**src/rtl/divisor_pkg.sv**
```systemverilog
// Shared types and sizing for the divisor binary-to-BCD converter.
// The accumulator holds one more digit than is presented, so values above 9999 wrap mod 10000.
package divisor_pkg;
  localparam int IN_W       = 16;
  localparam int BCD_DIGITS = 4;
  localparam int BCD_ACC_W  = 20;
  localparam int ACC_DIGITS = BCD_ACC_W / 4;
  localparam int CONV_ITERS = 16;
  localparam int CNT_W      = 5;

  typedef enum logic {
    DONE    = 1'b0,
    CONVERT = 1'b1
  } state_t;
endpackage

```
**src/rtl/divisor_if.sv**
```systemverilog
// Value-in / digits-out bundle of the divisor converter.
// The master drives the binary value; the slave returns BCD digits and listo.
interface divisor_if;
  import divisor_pkg::*;

  logic [IN_W-1:0] numero_input;
  logic [3:0]      unidades_output;
  logic [3:0]      decenas_output;
  logic [3:0]      centenas_output;
  logic [3:0]      millares_output;
  logic            listo;

  modport master (
    output numero_input,
    input  unidades_output, decenas_output, centenas_output, millares_output, listo
  );

  modport slave (
    input  numero_input,
    output unidades_output, decenas_output, centenas_output, millares_output, listo
  );
endinterface

```
**src/rtl/divisor_bcd_adjust.sv**
```systemverilog
// Double-dabble digit correction: add 3 to any BCD digit of 5 or more before the shift.
module bcd_adjust (
  input  logic [3:0] i_digit,
  output logic [3:0] o_digit
);
  assign o_digit = (i_digit >= 4'd5) ? i_digit + 4'd3 : i_digit;
endmodule

```
**src/rtl/divisor.sv**
```systemverilog
// Sequential 16-bit binary-to-BCD converter (shift-and-add-3), re-converting whenever the input changes.
// listo is combinational so a changed input is never reported against stale digits.
module divisor
  import divisor_pkg::*;
(
  input  logic     clk,
  input  logic     rst,
  divisor_if.slave bus
);
  state_t                  r_state, w_next;
  logic [IN_W-1:0]         r_captured;
  logic [IN_W-1:0]         r_bin;
  logic [BCD_ACC_W-1:0]    r_bcd;
  logic [BCD_ACC_W-1:0]    w_bcd_adj;
  logic [BCD_ACC_W+IN_W-1:0] w_shifted;
  logic [CNT_W-1:0]        r_cnt;
  logic [3:0]              r_unid, r_dec, r_cen, r_mil;
  logic                    w_change, w_last, w_load;

  for (genvar g = 0; g < ACC_DIGITS; g++) begin : g_adj
    bcd_adjust u_adj (
      .i_digit (r_bcd[4*g +: 4]),
      .o_digit (w_bcd_adj[4*g +: 4])
    );
  end

  assign w_shifted = {w_bcd_adj, r_bin} << 1;
  assign w_change  = (bus.numero_input != r_captured);
  assign w_last    = (r_cnt == CNT_W'(CONV_ITERS - 1));
  assign w_load    = (r_state == DONE) && w_change;

  always_ff @(posedge clk or negedge rst) begin
    if (!rst) r_state <= DONE;
    else      r_state <= w_next;
  end

  always_comb begin
    w_next = r_state;
    case (r_state)
      DONE:    if (w_change) w_next = CONVERT;
      CONVERT: if (w_last)   w_next = DONE;
      default: w_next = DONE;
    endcase
  end

  always_ff @(posedge clk or negedge rst) begin
    if (!rst) begin
      r_captured <= '0;
      r_cnt      <= '0;
      r_unid     <= '0;
      r_dec      <= '0;
      r_cen      <= '0;
      r_mil      <= '0;
    end else if (w_load) begin
      r_captured <= bus.numero_input;
      r_cnt      <= '0;
    end else if (r_state == CONVERT) begin
      r_cnt <= r_cnt + 1'b1;
      // Final iteration: take the digits straight from the shifted value; the 5th digit is dropped.
      if (w_last) begin
        r_unid <= w_shifted[IN_W      +: 4];
        r_dec  <= w_shifted[IN_W + 4  +: 4];
        r_cen  <= w_shifted[IN_W + 8  +: 4];
        r_mil  <= w_shifted[IN_W + 12 +: 4];
      end
    end
  end

  // Shift register is pure datapath and is always reloaded before use.
  always_ff @(posedge clk) begin
    if (w_load) begin
      r_bin <= bus.numero_input;
      r_bcd <= '0;
    end else if (r_state == CONVERT) begin
      {r_bcd, r_bin} <= w_shifted;
    end
  end

  assign bus.unidades_output = r_unid;
  assign bus.decenas_output  = r_dec;
  assign bus.centenas_output = r_cen;
  assign bus.millares_output = r_mil;
  assign bus.listo           = (r_state == DONE) && !w_change;
endmodule

```
**src/flat_wrapper.sv**
```systemverilog
// flat-port wrapper written by rule: the top's interface ports become plain ports
module divisor_flat import divisor_pkg::*;
  (clk, rst, bus_numero_input, bus_unidades_output, bus_decenas_output, bus_centenas_output, bus_millares_output, bus_listo);
  divisor_if bus_i ();
  input  logic clk;
  input  logic rst;
  input wire logic [$bits(bus_i.numero_input)-1:0] bus_numero_input;
  output wire logic [$bits(bus_i.unidades_output)-1:0] bus_unidades_output;
  output wire logic [$bits(bus_i.decenas_output)-1:0] bus_decenas_output;
  output wire logic [$bits(bus_i.centenas_output)-1:0] bus_centenas_output;
  output wire logic [$bits(bus_i.millares_output)-1:0] bus_millares_output;
  output wire logic [$bits(bus_i.listo)-1:0] bus_listo;
  assign bus_i.numero_input = bus_numero_input;
  assign bus_unidades_output = bus_i.unidades_output;
  assign bus_decenas_output = bus_i.decenas_output;
  assign bus_centenas_output = bus_i.centenas_output;
  assign bus_millares_output = bus_i.millares_output;
  assign bus_listo = bus_i.listo;
  divisor u_core (.clk(clk), .rst(rst), .bus(bus_i));
endmodule
```
**config.mk**
```make
export PLATFORM = sky130hd
export DESIGN_NAME = divisor_flat
export DESIGN_NICKNAME = d
export VERILOG_FILES = /design/src/rtl/divisor_pkg.sv /design/src/rtl/divisor_if.sv /design/src/rtl/divisor_bcd_adjust.sv /design/src/rtl/divisor.sv /design/src/flat_wrapper.sv
export SDC_FILE = /design/constraint.sdc
export NUM_CORES = 1
export LEC_CHECK = 0
export ABC_AREA = 1
export BUFFER_PORTS_ARGS = -buffer_cell sky130_fd_sc_hd__buf_2
export CORE_ASPECT_RATIO = 1.25
export CORE_MARGIN = 2
export CORE_UTILIZATION = 30
export DETAILED_ROUTE_END_ITERATION = 7
export HOLD_SLACK_MARGIN = 0.02
export PLACE_DENSITY = 0.51
export SKIP_CTS_REPAIR_TIMING = 1
export SYNTH_ARGS = -nofsm -noshare
export SYNTH_HDL_FRONTEND = slang
export SYNTH_HIERARCHICAL = 1
export SYNTH_SLANG_ARGS = --single-unit
```
**constraint.sdc**
```tcl
create_clock -name clk -period 2.47 [get_ports clk]
set_input_delay 0.494 -clock clk [delete_from_list [all_inputs] [get_ports clk]]
set_output_delay 0.494 -clock clk [all_outputs]
set_load 0.02 [all_outputs]
```
# Word-level counts from Yosys, hierarchy flattened
# Cells that the tools add are included.
# word_totals
input_bits,18
ff_bits,74
# classes
bitwise_logic,2
addsub,6
n_eq_ne,2
n_mux,12
reduce_logical,5
magnitude_cmp,5
# op_table
operator,count
2-to-1 mux 16 bit,2
">= comparator 4 x 3 -> 1 bit, second input constant",5
"adder 4 x 2 -> 4 bit, second input constant",4
2-to-1 mux 4 bit,4
inequality test 16 bit,1
2-to-1 mux 5 bit,2
"adder 5 x 1 -> 5 bit, second input constant",1
"equality test 5 x 4 -> 1 bit, second input constant",1
"adder 3 x 2 -> 3 bit, second input constant",1
2-to-1 mux 3 bit,1
AND reduction 3 bit,1
logical AND 1 bit,2
2-to-1 mux 1 bit,2
NOT 1 bit,2
one-hot mux 1 bit (2 select lines),1
nonzero test 2 bit,1
logical NOT 1 bit,1

# Logic depth before layout (Yosys ltp)
# logic_depth
ltp_word,4
depth_mapped,11
depth_no_buf,10

# Hierarchy
# The synthesis kept the hierarchy.
# modules_own_cells
mod,area_each_um2,n_inst,cells_each
divisor,3176.8,1,331
bcd_adjust,135.1,4,23

# Least setup slack after synthesis
# OpenSTA, ideal clock, no wires.
# synth_timing
kind,input-to-reg
startpoint,input bus_numero_input[2]
endpoint,register u_core.r_bin[0] (enable)
setup_time_ns,0.329
path_buffers,0
setup_slack_ns,0.434
cell_stages,9
t_required_ns,2.141
t_arrival_ns,1.706
cell_sequence,inv_1 nand2_1 nand2_1 nor2_1 nand2_1 nor2_4 nand2_4 nor2_1 inv_1
# synth_via
elab_chain_cells,3
# synth_lines
item,line_no,source
"start, declared",flat_wrapper.sv:7,input wire logic [$bits(bus_i.numero_input)-1:0] bus_numero_input;
inequality test 16 bit,divisor.sv:28,assign w_change = (bus.numero_input != r_captured);
logical AND 1 bit,divisor.sv:30,assign w_load = (r_state == DONE) && w_change;
nonzero test 2 bit (no source line),n/a,
"end signal, assigned",divisor.sv:72,r_bin <= bus.numero_input;
"end signal, assigned",divisor.sv:75,"{r_bcd, r_bin} <= w_shifted;"
"end, declared",divisor.sv:12,logic [IN_W-1:0] r_bin;
# No other way between the ends.
# A chain may end at the register's enable or synchronous reset.

# Worst setup path in the final report
# layout_timing
startpoint,register u_core.r_captured[9]
endpoint,output bus_listo
# layout_via
elab_chain_cells,3
# layout_lines
item,line_no,source
"start, declared",divisor.sv:11,logic [IN_W-1:0] r_captured;
"start signal, assigned",divisor.sv:55,r_captured <= bus.numero_input;
inequality test 16 bit,divisor.sv:28,
logical NOT 1 bit,divisor.sv:83,assign bus.listo = (r_state == DONE) && !w_change;
logical AND 1 bit,divisor.sv:83,
"end, declared",flat_wrapper.sv:12,output wire logic [$bits(bus_i.listo)-1:0] bus_listo;
# No other way between the ends.

==> run summary <==
Status: finished clean
Worst-Skew Late Latency: 330 ps
Total Wirelength: 7460 µm
DRC viols: 0
First-pass GRT wire length: 12800 µm
GPL Wtd Cong: 0.769
PwrDens: 1290 mW/mm²
Combinational share of power: 0.386
CP Max Fanout: 5
Total GRT Usage: 0.126
First drt pass iteration count: 6
Syn Nets: 446
Hold Violations, Final: 0
Routed wire per std cell: 11.9 µm
Largest net degree at the start of global routing: 34
Post-DP HPWL: 5240 µm
Num rows: 45
Switching part of the total power: 0.379
Clock Skew: 8.32 ps
Peak supply drop: 0.000425 V
Multi-input combinational cell area: 0.00165 mm²
Clock share of power: 0.237
Max Fclk: 438 MHz
Starting Density: 0.305
P_leak: 2.26 nW
Initial antenna violation count: 0
Port bufs: 34
Vert. Die Dim: 128 µm
Root buf cell: clkbuf_16
Commonest non-fill, non-tap cell in the layout: nand2_1
Final #Nets: 485
Syn. warnings: 6
Rel. slew slack: 0.545
Num Clock Sinks: 70
Total CTS buffers: 9
Mapped Cells: 418
HP Class: primary input to asynchronous set/reset pin
Max incr delay on CP: 390 ps
Pint: 3.47 mW
Final Critical Period: 2280 ps
Most frequent cells in the layout: nand2_1 (117), inv_1 (43), dfrtp_1 (38)
TritonCTS clock tree: done
Die width: 103 µm
Filler cells: 1243
CP arrival: 1790 ps
Clock transition at path regs: 60 ps
Mapped cell area: 0.00369 mm²
Worst setup EP type: output pin
Min Hold Slack: 83.0 ps
Most common cell on crit path: nor2_1
Fraction of layout cells with a size suffix above 1: 0.255
Starting DRT DRC Count: 77
Register area: 0.00175 mm²
Net Sw Power: 2.12 mW
H-tree levels: 3
Part of the power in registers: 0.377
CTS max path bufs: 2
CP max-delay cell: dfrtp_1
Critical path type: flop to output pin
Worst-Margin Slew: 682 ps
Final period util: 0.923
Total number of vias: 2752
Max-slew violation count: 0
Vias/cell: 4.40
CP Buf/Inv Count: 1
Area Growth Syn to Fin: 17.3%
Worst endpoint required time: 1980 ps
Placeable Area: 0.0121 mm²
Final ANT Viol Nets: 0
Final setup fails: 0
Crit path cell chain: nor2_1 > nor2_1 > nor2_1 > nand2_1 > nor2_4 > nand2_4 > nor2_1 > buf_2
I/O Pins: 35
Post-Syn Area per Cell: 8.83 µm²
Nature of the critical path startpoint: flop
Vias in the first global route: 2710
Antenna diodes: 0
Max Cap Viol: 0
Gr ovfl total: 0
Critical path's top delay family: simple AND/OR/NAND/NOR gates
RSZ-0062 raised after global routing: no
Die ar.: 0.0132 mm²
Setup TNS: 0 ps
==> through the flow <==
| step | instance area, µm² | util | total power, mW | setup WS [ps] | std cells |
|---|---|---|---|---|---|
| floorplan | 3690 | - | 3.78 | 434 | 418 |
| finish | 4330 | 0.358 | 5.58 | 189 | 626 |
| global route | 4330 | 0.358 | 6.08 | 64.7 | 626 |
| CTS | 4330 | 0.358 | 5.67 | 149 | 626 |
| global placement | 4020 | 0.332 | 4.24 | 215 | 610 |
| detailed placement | 4020 | 0.332 | 4.31 | 208 | 610 |
==> flip-flops by register name (all words and copies together) (netlist names) <==
name / cells
u_core/r_bcd: 16
u_core/bus.unidades_output: 4
u_core/r_bin: 16
u_core/bus.decenas_output: 4
u_core/bus.centenas_output: 4
u_core/r_state: 1
u_core/r_captured: 16
u_core/bus.millares_output: 4
u_core/r_cnt: 5
==> path summary, 6_finish.rpt <==
check,startpoint,end,depth (start not counted),slack (ps)
worst max-delay path,u_core/r_captured[9]$_DFFE_PN0P_,bus_listo,8,190
worst min-delay path,rst,u_core/r_captured[9]$_DFFE_PN0P_,1,80
worst max register to register,u_core/r_captured[9]$_DFFE_PN0P_,u_core/r_bin[7]$_DFFE_PP_,8,500
worst min register to register,u_core/bus.millares_output[0]$_DFFE_PN0P_,u_core/bus.millares_output[0]$_DFFE_PN0P_,1,500
max in group asynchronous,rst,u_core/bus.centenas_output[0]$_DFFE_PN0P_,2,1810
min in group clk,bus_numero_input[9],u_core/r_captured[9]$_DFFE_PN0P_,3,460
==> per-layer routing <==
layer  GRT usage  vias to the layer above  wire, µm
li1            -                     1411         -
met1       0.155                     1270      3410
met2       0.208                       56      3630
met3      0.0224                       15       257
met4      0.0635                        0       159
met5           0                        -         0
==> layout make-up <==
cell class | count | share of cell area
clock inverters | 5 | 0.0133
flip-flops and latches | 70 | 0.405
clock buffers | 11 | 0.0587
well taps | 164 | 0.0474
inverters | 48 | 0.0416
repair buffers | 41 | 0.0543
multi-input cells | 287 | 0.380
==> power by group through the flow <==
| stage | registers, mW | clock network (mW) | logic [mW] |
|---|---|---|---|
| 6_report | 2.10 | 1.32 | 2.16 |
| 5_1_grt | 2.18 | 1.43 | 2.47 |
| 4_1_cts | 2.11 | 1.36 | 2.19 |
| 3_5_place_dp | 2.12 | 0 | 2.19 |
| 3_3_place_gp | 2.11 | 0 | 2.13 |
| 2_1_floorplan | 2.19 | 0 | 1.59 |
(Power assumes the default switching activity.)
